File: src/rtl/cla_arbiter_if.sv
// cla_arbiter_if: request, shared-adder and result channels of the
// cla_arbiter. The requester side uses the master modport, the arbiter
// uses slave, and the shared adder uses the adder modport.
interface cla_arbiter_if #(
  parameter int NUM_REQ = 4,
  parameter int ID_W    = 2
);
  logic [NUM_REQ-1:0]    req_valid;
  logic [NUM_REQ-1:0]    req_ready;
  logic [16*NUM_REQ-1:0] req_a;
  logic [16*NUM_REQ-1:0] req_b;
  logic [NUM_REQ-1:0]    req_cin;

  logic [15:0]           add_a;
  logic [15:0]           add_b;
  logic                  add_cin;
  logic [15:0]           add_sum;

  logic                  res_valid;
  logic                  res_ready;
  logic [ID_W-1:0]       res_id;
  logic [15:0]           res_sum;
  logic                  res_ovf;

  modport master (
    output req_valid, req_a, req_b, req_cin, res_ready,
    input  req_ready, res_valid, res_id, res_sum, res_ovf
  );

  modport slave (
    input  req_valid, req_a, req_b, req_cin, res_ready, add_sum,
    output req_ready, res_valid, res_id, res_sum, res_ovf,
           add_a, add_b, add_cin
  );

  modport adder (
    input  add_a, add_b, add_cin,
    output add_sum
  );
endinterface

File: src/rtl/cla_arbiter.sv
// cla_arbiter: round-robin sequencer sharing one external 16-bit adder
// among NUM_REQ requesters. One request is in flight at a time:
// IDLE (arbitrate/accept) -> CALC (adder evaluates) -> DONE (hold result).
// Optional feature macro: CLA_ARB_SAT_EN (saturate res_sum on signed overflow).
module cla_arbiter #(
  parameter int NUM_REQ = 4,
  parameter int ID_W    = 2
) (
  input  logic         clk,
  input  logic         rst,
  cla_arbiter_if.slave bus
);

  typedef enum logic [1:0] {IDLE, CALC, DONE} state_t;

  state_t          state_q, state_d;
  logic [ID_W-1:0] ptr_q, ptr_d;
  logic [15:0]     add_a_q, add_a_d;
  logic [15:0]     add_b_q, add_b_d;
  logic            add_cin_q, add_cin_d;
  logic [ID_W-1:0] res_id_q, res_id_d;
  logic [15:0]     res_sum_q, res_sum_d;
  logic            res_ovf_q, res_ovf_d;

  logic [15:0]        op_a [NUM_REQ];
  logic [15:0]        op_b [NUM_REQ];
  logic               grant_found;
  logic [ID_W-1:0]    winner;
  logic [ID_W-1:0]    idx;
  logic [NUM_REQ-1:0] req_ready_c;
  logic               ovf_c;
  logic [15:0]        sum_sel;

  // Unpack the flat operand buses into per-requester words.
  generate
    for (genvar gi = 0; gi < NUM_REQ; gi++) begin : g_unpack
      assign op_a[gi] = bus.req_a[16*gi +: 16];
      assign op_b[gi] = bus.req_b[16*gi +: 16];
    end
  endgenerate

  // Round-robin search: first pending requester upward from ptr+1, wrapping.
  always_comb begin
    grant_found = 1'b0;
    winner      = '0;
    idx         = '0;
    for (int k = 1; k <= NUM_REQ; k++) begin
      idx = ID_W'((int'(ptr_q) + k) % NUM_REQ);
      if (!grant_found && bus.req_valid[idx]) begin
        grant_found = 1'b1;
        winner      = idx;
      end
    end
  end

  // Overflow of the operands held in the adder; with saturation the result
  // clamps toward the sign of the operands (a and b share a sign on overflow).
  always_comb begin
    ovf_c = (add_a_q[15] == add_b_q[15]) && (bus.add_sum[15] != add_a_q[15]);
`ifdef CLA_ARB_SAT_EN
    sum_sel = ovf_c ? (add_a_q[15] ? 16'h8000 : 16'h7FFF) : bus.add_sum;
`else
    sum_sel = bus.add_sum;
`endif
  end

  // Next-state and datapath loads for the three-phase sequence.
  always_comb begin
    state_d     = state_q;
    ptr_d       = ptr_q;
    add_a_d     = add_a_q;
    add_b_d     = add_b_q;
    add_cin_d   = add_cin_q;
    res_id_d    = res_id_q;
    res_sum_d   = res_sum_q;
    res_ovf_d   = res_ovf_q;
    req_ready_c = '0;
    case (state_q)
      IDLE: begin
        if (grant_found) begin
          req_ready_c[winner] = 1'b1;
          add_a_d   = op_a[winner];
          add_b_d   = op_b[winner];
          add_cin_d = bus.req_cin[winner];
          res_id_d  = winner;
          ptr_d     = winner;
          state_d   = CALC;
        end
      end
      CALC: begin
        res_sum_d = sum_sel;
        res_ovf_d = ovf_c;
        state_d   = DONE;
      end
      DONE: begin
        if (bus.res_ready) begin
          state_d = IDLE;
        end
      end
      default: state_d = IDLE;
    endcase
  end

  // State and datapath registers; reset overrides any in-flight request.
  always_ff @(posedge clk) begin
    if (rst) begin
      state_q   <= IDLE;
      ptr_q     <= ID_W'(NUM_REQ - 1);
      add_a_q   <= '0;
      add_b_q   <= '0;
      add_cin_q <= 1'b0;
      res_id_q  <= '0;
      res_sum_q <= '0;
      res_ovf_q <= 1'b0;
    end else begin
      state_q   <= state_d;
      ptr_q     <= ptr_d;
      add_a_q   <= add_a_d;
      add_b_q   <= add_b_d;
      add_cin_q <= add_cin_d;
      res_id_q  <= res_id_d;
      res_sum_q <= res_sum_d;
      res_ovf_q <= res_ovf_d;
    end
  end

  // Accept strobe is masked during reset so no requester sees a handshake
  // that the reset edge will discard.
  assign bus.req_ready = rst ? '0 : req_ready_c;
  assign bus.add_a     = add_a_q;
  assign bus.add_b     = add_b_q;
  assign bus.add_cin   = add_cin_q;
  assign bus.res_valid = (state_q == DONE);
  assign bus.res_id    = res_id_q;
  assign bus.res_sum   = res_sum_q;
  assign bus.res_ovf   = res_ovf_q;

endmodule

File: src/flat_wrapper.sv
// flat-port wrapper written by rule: the top's interface ports become plain ports
module cla_arbiter_flat 
#(
  parameter int NUM_REQ = 4,
  parameter int ID_W    = 2
)
  (clk, rst, bus_req_valid, bus_req_a, bus_req_b, bus_req_cin, bus_res_ready, bus_add_sum, bus_req_ready, bus_res_valid, bus_res_id, bus_res_sum, bus_res_ovf, bus_add_a, bus_add_b, bus_add_cin);
  cla_arbiter_if #(.NUM_REQ(NUM_REQ), .ID_W(ID_W)) bus_i ();
  input  logic clk;
  input  logic rst;
  input wire logic [$bits(bus_i.req_valid)-1:0] bus_req_valid;
  input wire logic [$bits(bus_i.req_a)-1:0] bus_req_a;
  input wire logic [$bits(bus_i.req_b)-1:0] bus_req_b;
  input wire logic [$bits(bus_i.req_cin)-1:0] bus_req_cin;
  input wire logic [$bits(bus_i.res_ready)-1:0] bus_res_ready;
  input wire logic [$bits(bus_i.add_sum)-1:0] bus_add_sum;
  output wire logic [$bits(bus_i.req_ready)-1:0] bus_req_ready;
  output wire logic [$bits(bus_i.res_valid)-1:0] bus_res_valid;
  output wire logic [$bits(bus_i.res_id)-1:0] bus_res_id;
  output wire logic [$bits(bus_i.res_sum)-1:0] bus_res_sum;
  output wire logic [$bits(bus_i.res_ovf)-1:0] bus_res_ovf;
  output wire logic [$bits(bus_i.add_a)-1:0] bus_add_a;
  output wire logic [$bits(bus_i.add_b)-1:0] bus_add_b;
  output wire logic [$bits(bus_i.add_cin)-1:0] bus_add_cin;
  assign bus_i.req_valid = bus_req_valid;
  assign bus_i.req_a = bus_req_a;
  assign bus_i.req_b = bus_req_b;
  assign bus_i.req_cin = bus_req_cin;
  assign bus_i.res_ready = bus_res_ready;
  assign bus_i.add_sum = bus_add_sum;
  assign bus_req_ready = bus_i.req_ready;
  assign bus_res_valid = bus_i.res_valid;
  assign bus_res_id = bus_i.res_id;
  assign bus_res_sum = bus_i.res_sum;
  assign bus_res_ovf = bus_i.res_ovf;
  assign bus_add_a = bus_i.add_a;
  assign bus_add_b = bus_i.add_b;
  assign bus_add_cin = bus_i.add_cin;
  cla_arbiter #(.NUM_REQ(NUM_REQ), .ID_W(ID_W)) u_core (.clk(clk), .rst(rst), .bus(bus_i));
endmodule
File: config.mk
export PLATFORM = sky130hd
export DESIGN_NAME = cla_arbiter_flat
export DESIGN_NICKNAME = d
export VERILOG_FILES = /design/src/rtl/cla_arbiter_if.sv /design/src/rtl/cla_arbiter.sv /design/src/flat_wrapper.sv
export SDC_FILE = /design/constraint.sdc
export NUM_CORES = 1
export LEC_CHECK = 0
export ABC_CLOCK_PERIOD_IN_PS = 5400
export CAP_MARGIN = 10
export CORE_ASPECT_RATIO = 0.6
export CORE_MARGIN = 3
export CORE_UTILIZATION = 38
export DETAILED_ROUTE_END_ITERATION = 8
export GPL_ROUTABILITY_DRIVEN = 0
export PLACE_DENSITY = 0.94
export SLEW_MARGIN = 0
export SYNTH_ARGS = -nofsm -noshare
export SYNTH_HDL_FRONTEND = slang
export SYNTH_SLANG_ARGS = --single-unit
File: constraint.sdc
create_clock -name clk -period 5.4 [get_ports clk]
set_input_delay 1.08 -clock clk [delete_from_list [all_inputs] [get_ports clk]]
set_output_delay 1.08 -clock clk [all_outputs]
set_load 0.02 [all_outputs]
==> metrics <==
Hold Fails Final Rpt=0; post-synthesis sequential area ratio=0.371; cts bufs inserted=5; hold depth=2; fmax=0.220 GHz; outcome=complete, no violations; CP arrival=3.47 ns; Distinct cells, synth=32; CTS tree=yes; Initial Utilization=0.404; DRT Pass-1 Iters=4; Cells after DPL=646; multiplexer area fraction after synthesis=0.162; PwrDens=272 mW/mm²; Internal Power=0.995 mW; vias in the first global route=3,404; DRC viols=0; slowest stage delay, CP=0.62 ns; core area=0.00748 mm²; Clk pwr share=0.253; Worst path slowest cell=clkdlybuf4s50_1; wire per inst=16.7 µm; Worst-Skew Late Latency=0.29 ns; minimum hold slack=0.458 ns; clock sink total=56; routed via count=3,428; type of origin of the critical path=input port; Slew Viols, Final=0; deepest clock path buffer count=2; post-route setup slack=0.853 ns; RSZ-0062 raised after global routing=false; VDD IR max=0.166 mV; Required @ worst endpoint=4.32 ns; Post-synth EDFFs=0; Slew @ Worst Pin=1.06 ns; critical path class=in2out; most used cell, CP=clkdlybuf4s50_1; final setup violation count=0; Post-Synth Simple-Gate Area=0.184; hold buffer count at cts=0; chip height=75.0 µm; Clk pin slew, worst setup/hold paths=0.07 ns; Register Area=0.00112 mm²; DP Area=0.00519 mm²; clk_skew=0.00525 ns; first-pass GRT wire length=16,500 µm; Non-Filler Instances=654; minimum clock period=4.55 ns; Max Cap Violations=0; Tot Pwr=1.46 mW; largest net degree at the start of global routing=39; Yosys Warn Count=0; Psw=0.461 mW; Flop pwr share=0.353; die extent in x=121 µm; Detailed Route WL=10,900 µm; Mean Syn Cell Area=8.58 µm²; setup TNS=0 ns; Layout fillers=545; commonest non-fill, non-tap cell in the layout=clkdlybuf4s50_1; largest family of logic cells by synthesized area=compound AO/OA/AOI/OAI gates; Tcrit/Tclk final=0.842; H-Tree Depth=2; initial antenna violation count=0; part of the power in combinational logic=0.394; post-synthesis compound-gate area fraction=0.236; syn_nets=507; IO Pins=212; area of the multi-input gates=0.00176 mm²; gr ovfl total=0; DRT iter0 DRCs=188; slew margin rel.=0.290; n_diodes=0; hpwl dp=8710 µm; Final ANT Viol Nets=0; Design Area, Final=0.00536 mm²; PostCTS Resize Cnt=0; Sw Ratio=0.317; Cells after Synth=352; area of the mapped netlist=0.00302 mm²; full die area=0.00909 mm²; CTS Root Cell=clkbuf_16; commonest cells after routing, fill and taps aside=211 x clkdlybuf4s50_1, 58 x nand2_1, 56 x dfxtp_1; xor/xnor cell area share of the yosys netlist=0; final core occ=0.717; Adder-Cell Fraction of Synth Area=0; Final Net Count=704; Buffers on Ports=211; Post-CTS Setup Bufs=0; Yosys reg bits=56; layout cell share with drive strength beyond 1=0.0436; top fanout value on the critical path=19; crit-path cells=clkdlybuf4s50_1, mux2i_1, o2bb2ai_2, nor2_2, nor2_1, clkdlybuf4s50_1; Main synth FF type=dfxtp_1; leakage power=2.01 nW; worst hold path type=reg2reg; Worst setup EP type=output port; R2R depth=6; routed vias/inst=5.24; dpl ws=0.868 ns; GR Util All Layers=0.226; row count=24; Post-synth ARST share=0; area grow syn2layout=77.5%
## registers in the layout (all words and copies together), names as in the netlist
register	cells
u_core.bus.res_sum	16
u_core.bus.add_a	16
u_core.bus.res_id	2
u_core.bus.res_ovf	1
u_core.ptr_q	2
u_core.state_q	2
u_core.bus.add_b	16
u_core.bus.add_cin	1
## worst max-delay path, delay by kind of cell
family / cells / cell delay (ns)
muxes: 1 / 0.15
buffers and inverters: 2 / 1.18
AOI/OAI and AO/OA: 1 / 0.59
and+or+nand+nor: 2 / 0.46
## kinds of logic after synthesis
logic type | Yosys count
and+or+nand+nor | 118
AOI/OAI and AO/OA | 100
DFF | 56
muxes | 49
buffers and inverters | 29
## layout make-up
| type | count | area share |
|---|---|---|
| clock buffers | 5 | 0.0233 |
| clock inverters | 3 | 0.00887 |
| multi-input cells | 267 | 0.329 |
| flip-flops and latches | 56 | 0.209 |
| well taps | 104 | 0.0243 |
| repair buffers | 219 | 0.405 |
## power by group through the flow
| stage | registers, mW | clock network (mW) | logic (mW) |
|---|---|---|---|
| global route | 0.520 | 0.392 | 0.614 |
| detailed placement | 0.521 | 0 | 0.575 |
| global placement | 0.518 | 0 | 0.560 |
| finish | 0.513 | 0.368 | 0.574 |
| CTS | 0.513 | 0.375 | 0.577 |
| floorplan | 0.583 | 0 | 0.229 |
## final timing paths
kind / startpoint / end / slack (ns)
max: bus_req_valid[3] / bus_req_ready[1] / 0.85
max reg2reg: u_core.ptr_q[1]$_SDFFE_PP1P_ / u_core.bus.add_a[0]$_SDFFE_PP0P_ / 2.55
min: u_core.bus.res_sum[10]$_SDFFE_PP0N_ / u_core.bus.res_sum[10]$_SDFFE_PP0N_ / 0.46
min reg2reg: u_core.bus.res_sum[10]$_SDFFE_PP0N_ / u_core.bus.res_sum[10]$_SDFFE_PP0N_ / 0.46
## routing by layer
metal / global-route usage / vias to the layer above / wire length (µm)
li1: - / 1677 / -
met1: 0.297 / 1583 / 4690
met2: 0.378 / 152 / 5180
met3: 0.0601 / 16 / 860
met4: 0.0528 / 0 / 187
met5: 0 / - / 0
## synth_stat cells (2+ instances only)
master	count	area share
clkbuf_1	16	0.020
o21ai_0	19	0.031
nand3b_1	16	0.040
nor2_1	14	0.017
nor3_1	2	0.0033
o211ai_1	18	0.045
a211oi_1	2	0.0050
nand2_1	58	0.072
buf_4	5	0.012
dfxtp_1	56	0.37
nand3_1	18	0.030
nor2b_1	3	0.0062
o221ai_1	15	0.044
nand2b_1	3	0.0062
mux2i_1	49	0.16
a21oi_1	19	0.031
o21bai_1	2	0.0050
a21o_1	18	0.045
buf_2	6	0.0099
No activity file was read; power rests on OpenSTA's default activity.
